### src/rtl/key_seq_pkg.sv
// -----------------------------------------------------------------------------
// key_seq_pkg
// Shared constants for the push-button command front end.
//   NUM_KEYS  : number of board keys handled
//   CODE_W    : width of a command code (key index 0..4)
//   CNT_W     : width of the per-key debounce counter
//   KEY0..4   : key index constants (KEY4 is the lab reset key, treated like
//               any other key here)
//   next_key  : round-robin successor of a key index, wrapping 4 -> 0
// -----------------------------------------------------------------------------
package key_seq_pkg;

    localparam int NUM_KEYS = 5;
    localparam int CODE_W   = 3;
    localparam int CNT_W    = 8;

    localparam logic [CODE_W-1:0] KEY0 = 3'd0;
    localparam logic [CODE_W-1:0] KEY1 = 3'd1;
    localparam logic [CODE_W-1:0] KEY2 = 3'd2;
    localparam logic [CODE_W-1:0] KEY3 = 3'd3;
    localparam logic [CODE_W-1:0] KEY4 = 3'd4;

    function automatic logic [CODE_W-1:0] next_key(input logic [CODE_W-1:0] k);
        return (k == KEY4) ? KEY0 : k + 3'd1;
    endfunction

endpackage

### src/rtl/key_debounce.sv
// -----------------------------------------------------------------------------
// key_debounce
// One key: two-flop synchroniser, debounce counter with stable level, and a
// rising-edge (press) detector on the stable level.
//   clk     : system clock
//   srst    : synchronous active-high reset
//   btn_n   : raw active-low key, asynchronous to clk
//   deb_en  : 1 = debounce, 0 = stable level follows the synchronised key
//   pressed : debounced pressed level (registered)
//   rise    : one-cycle pulse when the stable level goes 0 -> 1
// -----------------------------------------------------------------------------
module key_debounce
    import key_seq_pkg::*;
#(
    parameter int DEB_CYCLES = 3
) (
    input  logic clk,
    input  logic srst,
    input  logic btn_n,
    input  logic deb_en,
    output logic pressed,
    output logic rise
);

    logic             sync1_reg;
    logic             sync2_reg;
    logic             stable_reg;
    logic             prev_reg;
    logic [CNT_W-1:0] cnt_reg;

    always_ff @(posedge clk) begin
        if (srst) begin
            sync1_reg  <= 1'b0;
            sync2_reg  <= 1'b0;
            stable_reg <= 1'b0;
            prev_reg   <= 1'b0;
            cnt_reg    <= '0;
        end else begin
            sync1_reg <= ~btn_n;
            sync2_reg <= sync1_reg;
            prev_reg  <= stable_reg;
            if (!deb_en) begin
                stable_reg <= sync2_reg;
                cnt_reg    <= '0;
            end else if (sync2_reg == stable_reg) begin
                cnt_reg <= '0;
            end else if (cnt_reg == CNT_W'(DEB_CYCLES - 1)) begin
                // Level has differed for DEB_CYCLES consecutive cycles.
                stable_reg <= ~stable_reg;
                cnt_reg    <= '0;
            end else begin
                cnt_reg <= cnt_reg + CNT_W'(1);
            end
        end
    end

    assign pressed = stable_reg;
    // Both operands are registers, so the pulse has no input->output path.
    assign rise    = stable_reg & ~prev_reg;

endmodule

### src/rtl/key_cmd_sequencer.sv
// -----------------------------------------------------------------------------
// key_cmd_sequencer
// Turns each debounced key press into exactly one command. Presses are latched
// in a pending mask, arbitrated round-robin and queued in a small
// first-word-fall-through FIFO read through a valid/ready handshake.
//   clk_50m     : system clock
//   rst         : synchronous active-high reset
//   btn_n_i     : raw active-low keys
//   deb_en_i    : 1 = debounce active, 0 = bypass
//   cmd_ready_i : datapath accepts the head command
//   cmd_valid_o : FIFO not empty
//   cmd_code_o  : key index of the head command, 0 when empty
//   pressed_o   : debounced pressed levels
//   fifo_cnt_o  : FIFO occupancy
//   overflow_o  : sticky, a press was merged into an already pending one
// -----------------------------------------------------------------------------
module key_cmd_sequencer
    import key_seq_pkg::*;
#(
    parameter int DEB_CYCLES = 3,
    parameter int FIFO_DEPTH = 4
) (
    input  logic                clk_50m,
    input  logic                rst,
    input  logic [NUM_KEYS-1:0] btn_n_i,
    input  logic                deb_en_i,
    input  logic                cmd_ready_i,
    output logic                cmd_valid_o,
    output logic [CODE_W-1:0]   cmd_code_o,
    output logic [NUM_KEYS-1:0] pressed_o,
    output logic [2:0]          fifo_cnt_o,
    output logic                overflow_o
);

    localparam int PTR_W  = $clog2(FIFO_DEPTH);
    localparam int FCNT_W = PTR_W + 1;

    logic [NUM_KEYS-1:0] ev;
    logic [NUM_KEYS-1:0] pend_reg;
    logic [NUM_KEYS-1:0] pend_next;
    logic [CODE_W-1:0]   rr_reg;
    logic                overflow_reg;
    logic                ovf_event;

    logic                grant_any;
    logic [CODE_W-1:0]   grant_idx;
    logic [3:0]          scan_idx;

    logic [CODE_W-1:0]   mem [FIFO_DEPTH];
    logic [PTR_W-1:0]    wr_ptr_reg;
    logic [PTR_W-1:0]    rd_ptr_reg;
    logic [FCNT_W-1:0]   cnt_reg;
    logic                can_push;
    logic                push;
    logic                pop;

    // ---------------- per-key front end ----------------
    generate
        for (genvar gi = 0; gi < NUM_KEYS; gi++) begin : g_key
            key_debounce #(
                .DEB_CYCLES (DEB_CYCLES)
            ) u_deb (
                .clk     (clk_50m),
                .srst    (rst),
                .btn_n   (btn_n_i[gi]),
                .deb_en  (deb_en_i),
                .pressed (pressed_o[gi]),
                .rise    (ev[gi])
            );
        end
    endgenerate

    // ---------------- FIFO status ----------------
    assign cmd_valid_o = (cnt_reg != '0);
    assign pop         = cmd_valid_o & cmd_ready_i;
    // A full FIFO still takes a push when the head leaves in the same cycle.
    assign can_push    = (cnt_reg < FCNT_W'(FIFO_DEPTH)) | pop;
    assign push        = grant_any & can_push;

    // ---------------- round-robin scan ----------------
    // Walk offsets from high to low so the lowest offset from rr wins.
    always_comb begin
        grant_any = 1'b0;
        grant_idx = '0;
        scan_idx  = '0;
        for (int k = NUM_KEYS - 1; k >= 0; k--) begin
            scan_idx = {1'b0, rr_reg} + 4'(k);
            if (scan_idx >= 4'(NUM_KEYS)) begin
                scan_idx = scan_idx - 4'(NUM_KEYS);
            end
            if (pend_reg[scan_idx[CODE_W-1:0]]) begin
                grant_any = 1'b1;
                grant_idx = scan_idx[CODE_W-1:0];
            end
        end
    end

    // ---------------- pending mask ----------------
    // Clear the granted bit first so a new press on the granted key in the
    // same cycle re-sets it without counting as a merge.
    always_comb begin
        pend_next = pend_reg;
        ovf_event = 1'b0;
        if (push) begin
            pend_next[grant_idx] = 1'b0;
        end
        for (int i = 0; i < NUM_KEYS; i++) begin
            if (ev[i]) begin
                if (pend_reg[i] && !(push && (grant_idx == CODE_W'(i)))) begin
                    ovf_event = 1'b1;
                end
                pend_next[i] = 1'b1;
            end
        end
    end

    always_ff @(posedge clk_50m) begin
        if (rst) begin
            pend_reg     <= '0;
            rr_reg       <= KEY0;
            overflow_reg <= 1'b0;
            wr_ptr_reg   <= '0;
            rd_ptr_reg   <= '0;
            cnt_reg      <= '0;
        end else begin
            pend_reg <= pend_next;
            if (ovf_event) begin
                overflow_reg <= 1'b1;
            end
            if (push) begin
                wr_ptr_reg <= wr_ptr_reg + PTR_W'(1);
                rr_reg     <= next_key(grant_idx);
            end
            if (pop) begin
                rd_ptr_reg <= rd_ptr_reg + PTR_W'(1);
            end
            case ({push, pop})
                2'b10:   cnt_reg <= cnt_reg + FCNT_W'(1);
                2'b01:   cnt_reg <= cnt_reg - FCNT_W'(1);
                default: cnt_reg <= cnt_reg;
            endcase
        end
    end

    // Storage needs no reset: occupancy alone decides what is visible.
    always_ff @(posedge clk_50m) begin
        if (push) begin
            mem[wr_ptr_reg] <= grant_idx;
        end
    end

    assign cmd_code_o = cmd_valid_o ? mem[rd_ptr_reg] : '0;
    assign fifo_cnt_o = 3'(cnt_reg);
    assign overflow_o = overflow_reg;

endmodule

### config.mk
export PLATFORM = sky130hd
export DESIGN_NAME = key_cmd_sequencer
export DESIGN_NICKNAME = d
export VERILOG_FILES = /design/src/rtl/key_seq_pkg.sv /design/src/rtl/key_debounce.sv /design/src/rtl/key_cmd_sequencer.sv
export SDC_FILE = /design/constraint.sdc
export NUM_CORES = 1
export LEC_CHECK = 0
export BUFFER_PORTS_ARGS = -buffer_cell sky130_fd_sc_hd__buf_2
export CAP_MARGIN = 10
export CORE_MARGIN = 2
export CORE_UTILIZATION = 50
export DETAILED_ROUTE_END_ITERATION = 6
export PLACE_DENSITY = 0.79
export SLEW_MARGIN = 20
export SYNTH_ARGS = -nofsm -noshare
export SYNTH_HDL_FRONTEND = slang
export SYNTH_SLANG_ARGS = --single-unit
export TNS_END_PERCENT = 20
### constraint.sdc
create_clock -name clk_50m -period 3.55 [get_ports clk_50m]
set_input_delay 0.355 -clock clk_50m [delete_from_list [all_inputs] [get_ports clk_50m]]
set_output_delay 0.355 -clock clk_50m [all_outputs]
set_load 0.005 [all_outputs]
Word-level counts from Yosys, hierarchy flattened
Memory sizes are Yosys's and may differ from the RTL's. A register that Yosys moved wholly into a read port is not among the register bits. Index checks and enable logic that the tools add are counted.

Memories kept: 1. Memory bits (writable): 12. Bits of input ports: 9. Register bits after elaboration: 76. Output and inout bits: 13.

Memories: mem (depth 4, width 3, rd ports 1, clocked after memory_dff 1, wr ports 1, RTL line key_cmd_sequencer.sv:49) `logic [CODE_W-1:0] mem [FIFO_DEPTH];`.

Order comparisons: 13. $add $sub $neg: 19. Muxes and demuxes: 65. Equality and inequality tests: 26. Reduce and logical (&&, ||, !) cells: 34. Bitwise gates (word level): 26.

Operator list (count): two-way mux 1 bit (43); adder 8 x 1 -> 8 bit (second input constant) (5); == test 8 x 2 -> 1 bit (second input constant) (5); two-way mux 3 bit (12); < comparator 3 x 4 -> 1 bit (second input constant) (6); OR reduction 4 bit (5); greater-or-equal comparator 4 x 3 -> 1 bit (second input constant) (4); inverter 1 bit (16); binary-select mux 1 bit (select 3 bit) (5); subtractor 3 bit (second input constant) (5); nonzero test 2 bit (6); logical AND 1 bit (11); inequality test 2 x 1 -> 1 bit (second input constant) (5); inequality test 2 bit (second input constant) (5); AND reduction 2 bit (5); adder 3 x 2 -> 4 bit (second input constant) (2); bitwise AND 1 bit (7); adder 3 x 1 -> 3 bit (second input constant) (2); == test 3 x 2 -> 1 bit (second input constant) (2); case mux 3 bit (2 select lines) (1); bitwise AND 5 bit (1); == test 1 bit (5); logical NOT 1 bit (5); two-way mux 5 bit (1); other kinds (17) (19).

Longest topological paths before layout
Gate-level depths: netlist (run 1).

Word-level depth: 24. Depth in mapped cells: 22. Depth with buffers taken out: 19.

Cells and area by module
Synthesis (run 1) repeated with hierarchy kept, for this count alone.

Cells, all modules: 541. Area, all modules: 5056.1 µm².

By module, submodules not included: key_cmd_sequencer (cells each 295, area each 2580.0 µm², instances 1); key_debounce at g_key[0].u_deb ... (cells each 49, area each 494.2 µm², instances 4); key_debounce at g_key[4].u_deb (cells each 50, area each 499.2 µm², instances 1).

Least setup slack after synthesis (run 1)
No wires, ideal clock.

Kind: reg-to-reg. Start: register rr_reg[0]. End: register cnt_reg[2] (netlist: fifo_cnt_o[2]). Period minus slack after synthesis: 3.845 ns. Path buffers: 3. Library setup time: 0.070 ns. Stages on the path, launching flop included: 19. Arrival: 3.774 ns. Setup slack: -0.295 ns. Path through: dfxtp_1 buf_6 inv_2 buf_2 ha_1 ha_1 buf_2 a21o_1 a31oi_1 a31oi_4 nor2_1 a41oi_2 inv_2 ha_1 inv_1 fa_1 xor2_1 or3_1 a21oi_1.

Word-level cells in the longest chain between the ends: 13.

Ends and longest elaborated chain: from (decl) (RTL line key_cmd_sequencer.sv:41) `logic [CODE_W-1:0] rr_reg;`; from (signal assigned) (RTL line key_cmd_sequencer.sv:132) `rr_reg <= next_key(grant_idx);`; adder 3 x 3 -> 4 bit (RTL line key_cmd_sequencer.sv:87) `scan_idx = {1'b0, rr_reg} + 4'(k);`; greater-or-equal comparator 4 x 3 -> 1 bit or subtractor 3 bit (tied branches) (RTL line key_cmd_sequencer.sv:88, key_cmd_sequencer.sv:89); two-way mux 3 bit (RTL line key_cmd_sequencer.sv:88) `if (scan_idx >= 4'(NUM_KEYS)) begin`; binary-select mux 1 bit (select 3 bit) (RTL line key_cmd_sequencer.sv:91) `if (pend_reg[scan_idx[CODE_W-1:0]]) begin`; two-way mux 1 bit (not written as such) (RTL line key_cmd_sequencer.sv:91); two-way mux 1 bit (4 in series) (RTL line key_cmd_sequencer.sv:91); two-way mux 1 bit * (RTL line key_cmd_sequencer.sv:91); bitwise AND 1 bit * (RTL line key_cmd_sequencer.sv:78) `assign push = grant_any & can_push;`; == test 2 x 1 -> 1 bit or == test 2 bit (tied branches) (RTL line key_cmd_sequencer.sv:137) `case ({push, pop})`; case mux 3 bit (2 select lines) or nonzero test 2 bit (tied branches); to (signal assigned) (RTL line key_cmd_sequencer.sv:138) `2'b10: cnt_reg <= cnt_reg + FCNT_W'(1);`; to (signal assigned) (RTL line key_cmd_sequencer.sv:139) `2'b01: cnt_reg <= cnt_reg - FCNT_W'(1);`; to (signal assigned) (RTL line key_cmd_sequencer.sv:140) `default: cnt_reg <= cnt_reg;`; to (decl) (RTL line key_cmd_sequencer.sv:52) `logic [FCNT_W-1:0] cnt_reg;`.

Every way passes the cells marked *; elsewhere a longest branch is shown, timed or not. The select of a mux whose other input is x is not followed. A chain may end at the register's enable or synchronous reset.

Worst setup path in the final report (run 1)
Ends and elaborated chain as after synthesis.

==> results of run 1 <==
-- final timing paths --
kind,cells after the start,to,slack (ps)
max reg2reg,17,fifo_cnt_o[2],120
min reg2reg,1,g_key[3].u_deb.sync2_reg,440
max,17,fifo_cnt_o[2],120
min,2,g_key[4].u_deb.sync1_reg,140
-- worst max-delay path, cell delays in order, from the launching register on --
cell and delay [ps]:
dfxtp_4 380, inv_2 80, ha_2 180, inv_2 60
fa_2 460, nand2b_4 190, o21a_1 130, o21ai_1 110
o21ai_1 140, a21oi_2 220, a41oi_2 170, inv_2 110
ha_4 130, inv_1 50, fa_2 330, xor2_1 150
or3_1 310, a21oi_1 160
-- timing repair --
action | 4_1_cts | 5_1_grt
gates resized for setup | 5 | 38
hold buffers | 0 | 0
buffers inserted | 0 | 6
pin swaps | 1 | 8
setup endpoints to repair | 2 | 4
-- report_power, final --
part	switching [W]	internal, W
combinational	0.000636	0.000516
sequential	0.0000598	0.00111
clock	0.000347	0.000314
total	0.00104	0.00194
-- synth_stat cells (all sizes together), types with 8 or more instances --
cell type,instances
xnor2,12
dfxtp,78
buf,23
nor2b,16
a21oi,25
nor3,8
o21ai,19
and3,11
and2,10
xor2,31
edfxtp,12
nand2b,9
inv,25
nand2,32
nand3,36
ha,26
nor2,75
-- final cells by class --
cell class	count	area [µm²]	area share, %
Sequential cell	90	1931	33.32
Inverter	25	96.34	1.663
Timing Repair Buffer	51	350.3	6.046
Tap cell	133	166.4	2.872
Clock buffer	12	166.4	2.872
Multi-Input combinational cell	404	3063	52.86
Clock inverter	3	21.27	0.3671
-- metrics by stage --
stage                     std cells  setup slack (ps)  area [µm²]  util (%)
after floorplan                 545             9.308        5094         -
after global placement          697             92.87        5386     55.11
after detailed placement        697            -61.13        5386     55.11
after CTS                       712             3.546        5592     57.21
after global routing            718            -43.44        5794     59.28
final                           718             116.1        5794     59.28
-- layer usage --
layer | wire length [µm] | vias to the layer above | GRT usage [%]
met5 | 0 | - | 0
met4 | 238 | 0 | 7.529
met3 | 565 | 26 | 3.697
met2 | 5482 | 138 | 34.69
met1 | 4593 | 1930 | 25.20
li1 | - | 1975 | -
-- logic make-up (layout without fill, tap and decap cells) --
group,after synthesis,after routing,share of synthesized area (%)
simple gates,223,223,22.10
fa+ha+maj,28,28,7.260
buf+inv,51,91,4.997
xor+xnor,43,43,7.484
flops,90,90,38.19
mux,16,16,5.047
compound gates,94,94,14.92
==> results_dict.tcl, run 1 <==
set metrics [dict create \
    root_buffer "clkbuf_8" \
    clk_pin_slew_worst_paths_ps 90 \
    tightest_slew_ps 780.0 \
    port_buffers 21 \
    hp-class "in2reg" \
    final_cell_mix "dfxtp_1 (75), nor2_1 (74), nand3_1 (35), nand2_1 (32), xor2_1 (31)" \
    ys_seq_elements 90 \
    largest_reg_flops 40 \
    fin_nets 618 \
    die_w_um 104.3 \
    ir_worst_vdd_mv 0.2825 \
    drt_iter0_markers 304 \
    gp_congestion 0.9282 \
    cts_buffer_depth 2 \
    syn_nets 582 \
    synth_edf_count 12 \
    fillCellCount 846 \
    syn_avg_cell_area_um2 9.234 \
    dr.pass1.iters 5 \
    yosysTopAreaCell "dfxtp_1" \
    wl_per_cell_um 15.15 \
    antenna_found_initial 0 \
    relSlewSlack_pct 46.66 \
    grt_pass1_vias 3882 \
    cap_violations 0 \
    post-dp-hpwl_um 7922 \
    fin_crit_sh_pct 96.73 \
    syn_inst 545 \
    critPathKind "reg2reg" \
    syn2layout_area_growth_pct 15.14 \
    final_max_slew_viol_count 0 \
    cts_tree "built" \
    skew_ps 10.09 \
    reg2reg_from "rr_reg[0]" \
    clock_latency_ps 350 \
    die_y_um 104.3 \
    whs_ps 142.2 \
    cts_buffers 9 \
    rows 36 \
    grt_pass1_wl_um 18030 \
    hold_viol_final 0 \
    grt_start_max_net_pins 39 \
    async_flop_share_pct 0 \
    endpoint_kind "flip-flop" \
    required_ps 3820 \
    period_needed_ps 3434 \
    ys.flop_type "dfxtp_1" \
    drc 0 \
    status "finished clean" \
    final_antenna_net_count 0 \
    start_util_pct 51.48 \
    setup_viol 0 \
    numClockSinks 90 \
    synth_cell_types 72 \
    powerDensity_mw_per_mm2 514.0 \
    grt_util_all_layers_pct 20.20 \
    core_area_mm2 0.009774 \
    ctsHtreeMaxLevel 3 \
    p_leak_nw 2.179 \
    overflow 0 \
    final_common_cell "dfxtp_1" \
    drive_above_1_share_pct 22.56 \
    crit_arrival_ps 3710 \
    synth_top_area_share_pct 31.03 \
    synthTopCellsByArea "dfxtp_1 (31%), edfxtp_1 (7.2%), ha_1 (6.5%), nor2_1 (5.6%), xor2_1 (5.4%)" \
    seq_area_frac_synth_pct 38.19 \
    hold_start "btn_n_i[4]" \
    vias_per_cell 5.667 \
    vias 4069 \
    critPathLaunchType "flip-flop" \
    ys_warn_count 0 \
    finalSetupTns_ps 0 \
    routed_wl_um 10880 \
    diodes 0 \
    syn_area_mm2 0.005032 \
    path_max_fanout 8 \
    power_w 0.002978 \
    dieArea_mm2 0.01088 \
    clock.fmax_ghz 0.2912 \
    worstSetupStartpoint "rr_reg[0]" \
    io_pins 22 \
]
Note: power is estimated with default switching activity, not from simulation.
==> inputs of run 2 (changes only) <==
--- a/config.mk
+++ b/config.mk
@@ -14,5 +14,6 @@
 export SLEW_MARGIN = 20
 export SYNTH_ARGS = -nofsm -noshare
 export SYNTH_HDL_FRONTEND = slang
+export SYNTH_HIERARCHICAL = 1
 export SYNTH_SLANG_ARGS = --single-unit
 export TNS_END_PERCENT = 20
==> constraint.sdc (replaced) <==
create_clock -name clk_50m -period 2.8 [get_ports clk_50m]
set_input_delay 0.28 -clock clk_50m [delete_from_list [all_inputs] [get_ports clk_50m]]
set_output_delay 0.28 -clock clk_50m [all_outputs]
set_load 0.005 [all_outputs]
==> results_dict.tcl, run 2 <==
set metrics [dict create \
    status "complete, but fails checks" \
    violations "negative setup slack" \
    critPathLaunchType "flip-flop" \
    seq_area_frac_synth_pct 38.01 \
    cts_buffers 9 \
    ys_warn_count 6 \
    gp_congestion 0.9192 \
    vias_per_cell 5.677 \
    syn_inst 541 \
    synth_cell_types 66 \
    r2r_cells 17 \
    path_max_fanout 4 \
    grt_pass1_wl_um 19240 \
    core_area_mm2 0.009774 \
    crit_arrival_ps 3580 \
    port_buffers 21 \
    synthTopCellsByCount "dfxtp_1 (78), nor2_1 (55), a21oi_1 (39), nand2_1 (29), inv_1 (27)" \
    dieArea_mm2 0.01093 \
    required_ps 3100 \
    reg2reg_from "rr_reg[0]" \
    p_leak_nw 2.506 \
    period_needed_ps 3276 \
    hold_viol_final 0 \
    async_flop_share_pct 0 \
    final_max_slew_viol_count 0 \
    cts_buffer_depth 2 \
    ys_seq_elements 90 \
    clock.fmax_ghz 0.3053 \
    syn2layout_area_growth_pct 26.26 \
    dr.pass1.iters 5 \
    vias 4388 \
    skew_ps 15.73 \
    die_y_um 104.6 \
    cts_tree "built" \
    powerDensity_mw_per_mm2 670.8 \
    final_antenna_net_count 0 \
    ys.flop_type "dfxtp_1" \
    grt_pass1_vias 4230 \
    syn_avg_cell_area_um2 9.346 \
    setup_viol 32 \
    finalSetupTns_ps -6044 \
    grt_start_max_net_pins 43 \
    synth_edf_count 12 \
    synthTopCellsByArea "dfxtp_1 (31%), edfxtp_1 (7.1%), ha_1 (6.2%), nor2_1 (4.1%), a21oi_1 (3.9%)" \
    cap_violations 0 \
    numClockSinks 90 \
    die_w_um 104.6 \
    io_pins 22 \
    root_buffer "clkbuf_8" \
    fin_crit_sh_pct 117.0 \
    final_common_cell "dfxtp_1" \
    dp_cells 744 \
    grt_util_all_layers_pct 21.37 \
    synth_top_area_share_pct 30.88 \
    power_w 0.004282 \
    critPathKind "reg2reg" \
    drive_above_1_share_pct 32.81 \
    reg2reg_slack_ps -480 \
    ctsHoldBuffers 0 \
    design_area_mm2 0.006384 \
    diodes 0 \
    syn_nets 577 \
    endpoint_kind "flip-flop" \
    ir_worst_vdd_mv 0.3697 \
    antenna_found_initial 0 \
    fin_cells 773 \
    clk_pin_slew_worst_paths_ps 100 \
    overflow 0 \
    yosysMostFrequentCell "dfxtp_1" \
    fillCellCount 773 \
    crit_end "fifo_cnt_o[2]" \
    post-dp-hpwl_um 8421 \
    drt_iter0_markers 173 \
    ctsHtreeMaxLevel 3 \
    final_cell_mix "dfxtp_1 (75), buf_4 (74), nor2_1 (52), a21oi_1 (30), nand2_1 (28)" \
    yosysTopAreaCell "dfxtp_1" \
    dpl_cell_area_mm2 0.005804 \
    drc 0 \
    relSlewSlack_pct 50.52 \
    clock_latency_ps 360 \
    start_util_pct 51.73 \
    worstSetupStartpoint "rr_reg[0]" \
    rows 36 \
    largest_reg_flops 40 \
    r2r-end "fifo_cnt_o[2]" \
    fin_ws_ps -475.5 \
    tightest_slew_ps 742.3 \
    fin_nets 671 \
    rsz0062_at_grt "true" \
    routed_wl_um 12340 \
    wl_per_cell_um 15.96 \
    syn_area_mm2 0.005056 \
    hp-class "in2reg" \
]
-- run 2: changes by cell type after synthesis, moves of 6 or more --
cell,before,now
nand3_1,35,24
buf_4,7,1
nor2b_1,16,26
mux2_1,0,7
nor2_1,75,55
or3_1,3,25
xor2_1,31,18
o21ai_0,14,23
a21oi_1,24,39
-- run 2: cell type report --
| class | instances | area [µm²] | area share (%) |
|---|---|---|---|
| Clock inverter | 7 | 83.83 | 1.313 |
| Timing Repair Buffer | 103 | 750.7 | 11.76 |
| Tap cell | 133 | 166.4 | 2.607 |
| Inverter | 30 | 125.1 | 1.960 |
| Multi-Input combinational cell | 401 | 3206 | 50.22 |
| Clock buffer | 9 | 123.9 | 1.940 |
| Sequential cell | 90 | 1928 | 30.20 |
-- run 2: what timing repair did --
action                                  in CTS  in global routing
endpoints found under the setup margin      36                 37
resized for setup                           29                 47
pin swaps                                   20                 20
gates cloned                                 0                  0
setup buffers                                6                  7
-- run 2: metrics by stage --
stage / hold slack [ps] / setup slack (ps) / utilization (%)
after floorplan: 346.7 / -722.0 / -
after global placement: 417.5 / -435.1 / 59.38
after detailed placement: 423.9 / -485.5 / 59.38
after CTS: 33.13 / -429.0 / 62.75
after global routing: 41.88 / -575.5 / 65.31
final: 46.48 / -475.5 / 65.31
-- run 2: power breakdown --
| group | total [W] | switching [W] | internal (W) |
|---|---|---|---|
| registers | 0.00151 | 0.0000772 | 0.00143 |
| logic | 0.00184 | 0.000919 | 0.000922 |
| clock network | 0.000934 | 0.000505 | 0.000429 |
| total | 0.00428 | 0.00150 | 0.00278 |
-- run 2: per-layer routing --
metal  share of wire (%)  global-route usage [%]
met5                   0                       0
met4                 3.2                   6.757
met3                 5.0                   3.306
met2                  53                   39.68
met1                  39                   25.07
-- run 2: cell families after synthesis --
| logic type | count (synthesis) | synth area share, % |
|---|---|---|
| compound gates | 113 | 16.56 |
| xor+xnor | 28 | 4.850 |
| fa+ha+maj | 27 | 6.979 |
| buf+inv | 50 | 4.405 |
| flops | 90 | 38.01 |
| mux | 24 | 7.003 |
| simple gates | 209 | 22.20 |
-- run 2: worst min path at each step --
stage	end	slack (ps)	depth (start not counted)	start
6_report	g_key[4].u_deb/sync1_reg	50	2	btn_n_i[4]
5_1_grt	g_key[4].u_deb/sync1_reg	40	2	btn_n_i[4]
4_1_cts	g_key[4].u_deb/sync1_reg	30	2	btn_n_i[4]
3_5_place_dp	g_key[1].u_deb/sync2_reg	420	1	g_key[1].u_deb/sync1_reg
3_3_place_gp	g_key[2].u_deb/sync2_reg	420	1	g_key[2].u_deb/sync1_reg
2_1_floorplan	g_key[0].u_deb/sync1_reg	350	1	btn_n_i[0]
-- run 2: critical path: stages, from the launching register on --
cell and delay [ps]:
dfxtp_2 350, inv_4 80, ha_2 180, inv_2 40, fa_2 370, a21o_4 230, mux2i_1 160, and3_4 200
nor2_2 100, nand4_1 160, a2bb2oi_4 190, inv_2 80, ha_4 130, inv_2 30, fa_2 320, xor2_1 150
or3_1 330, a21oi_2 110
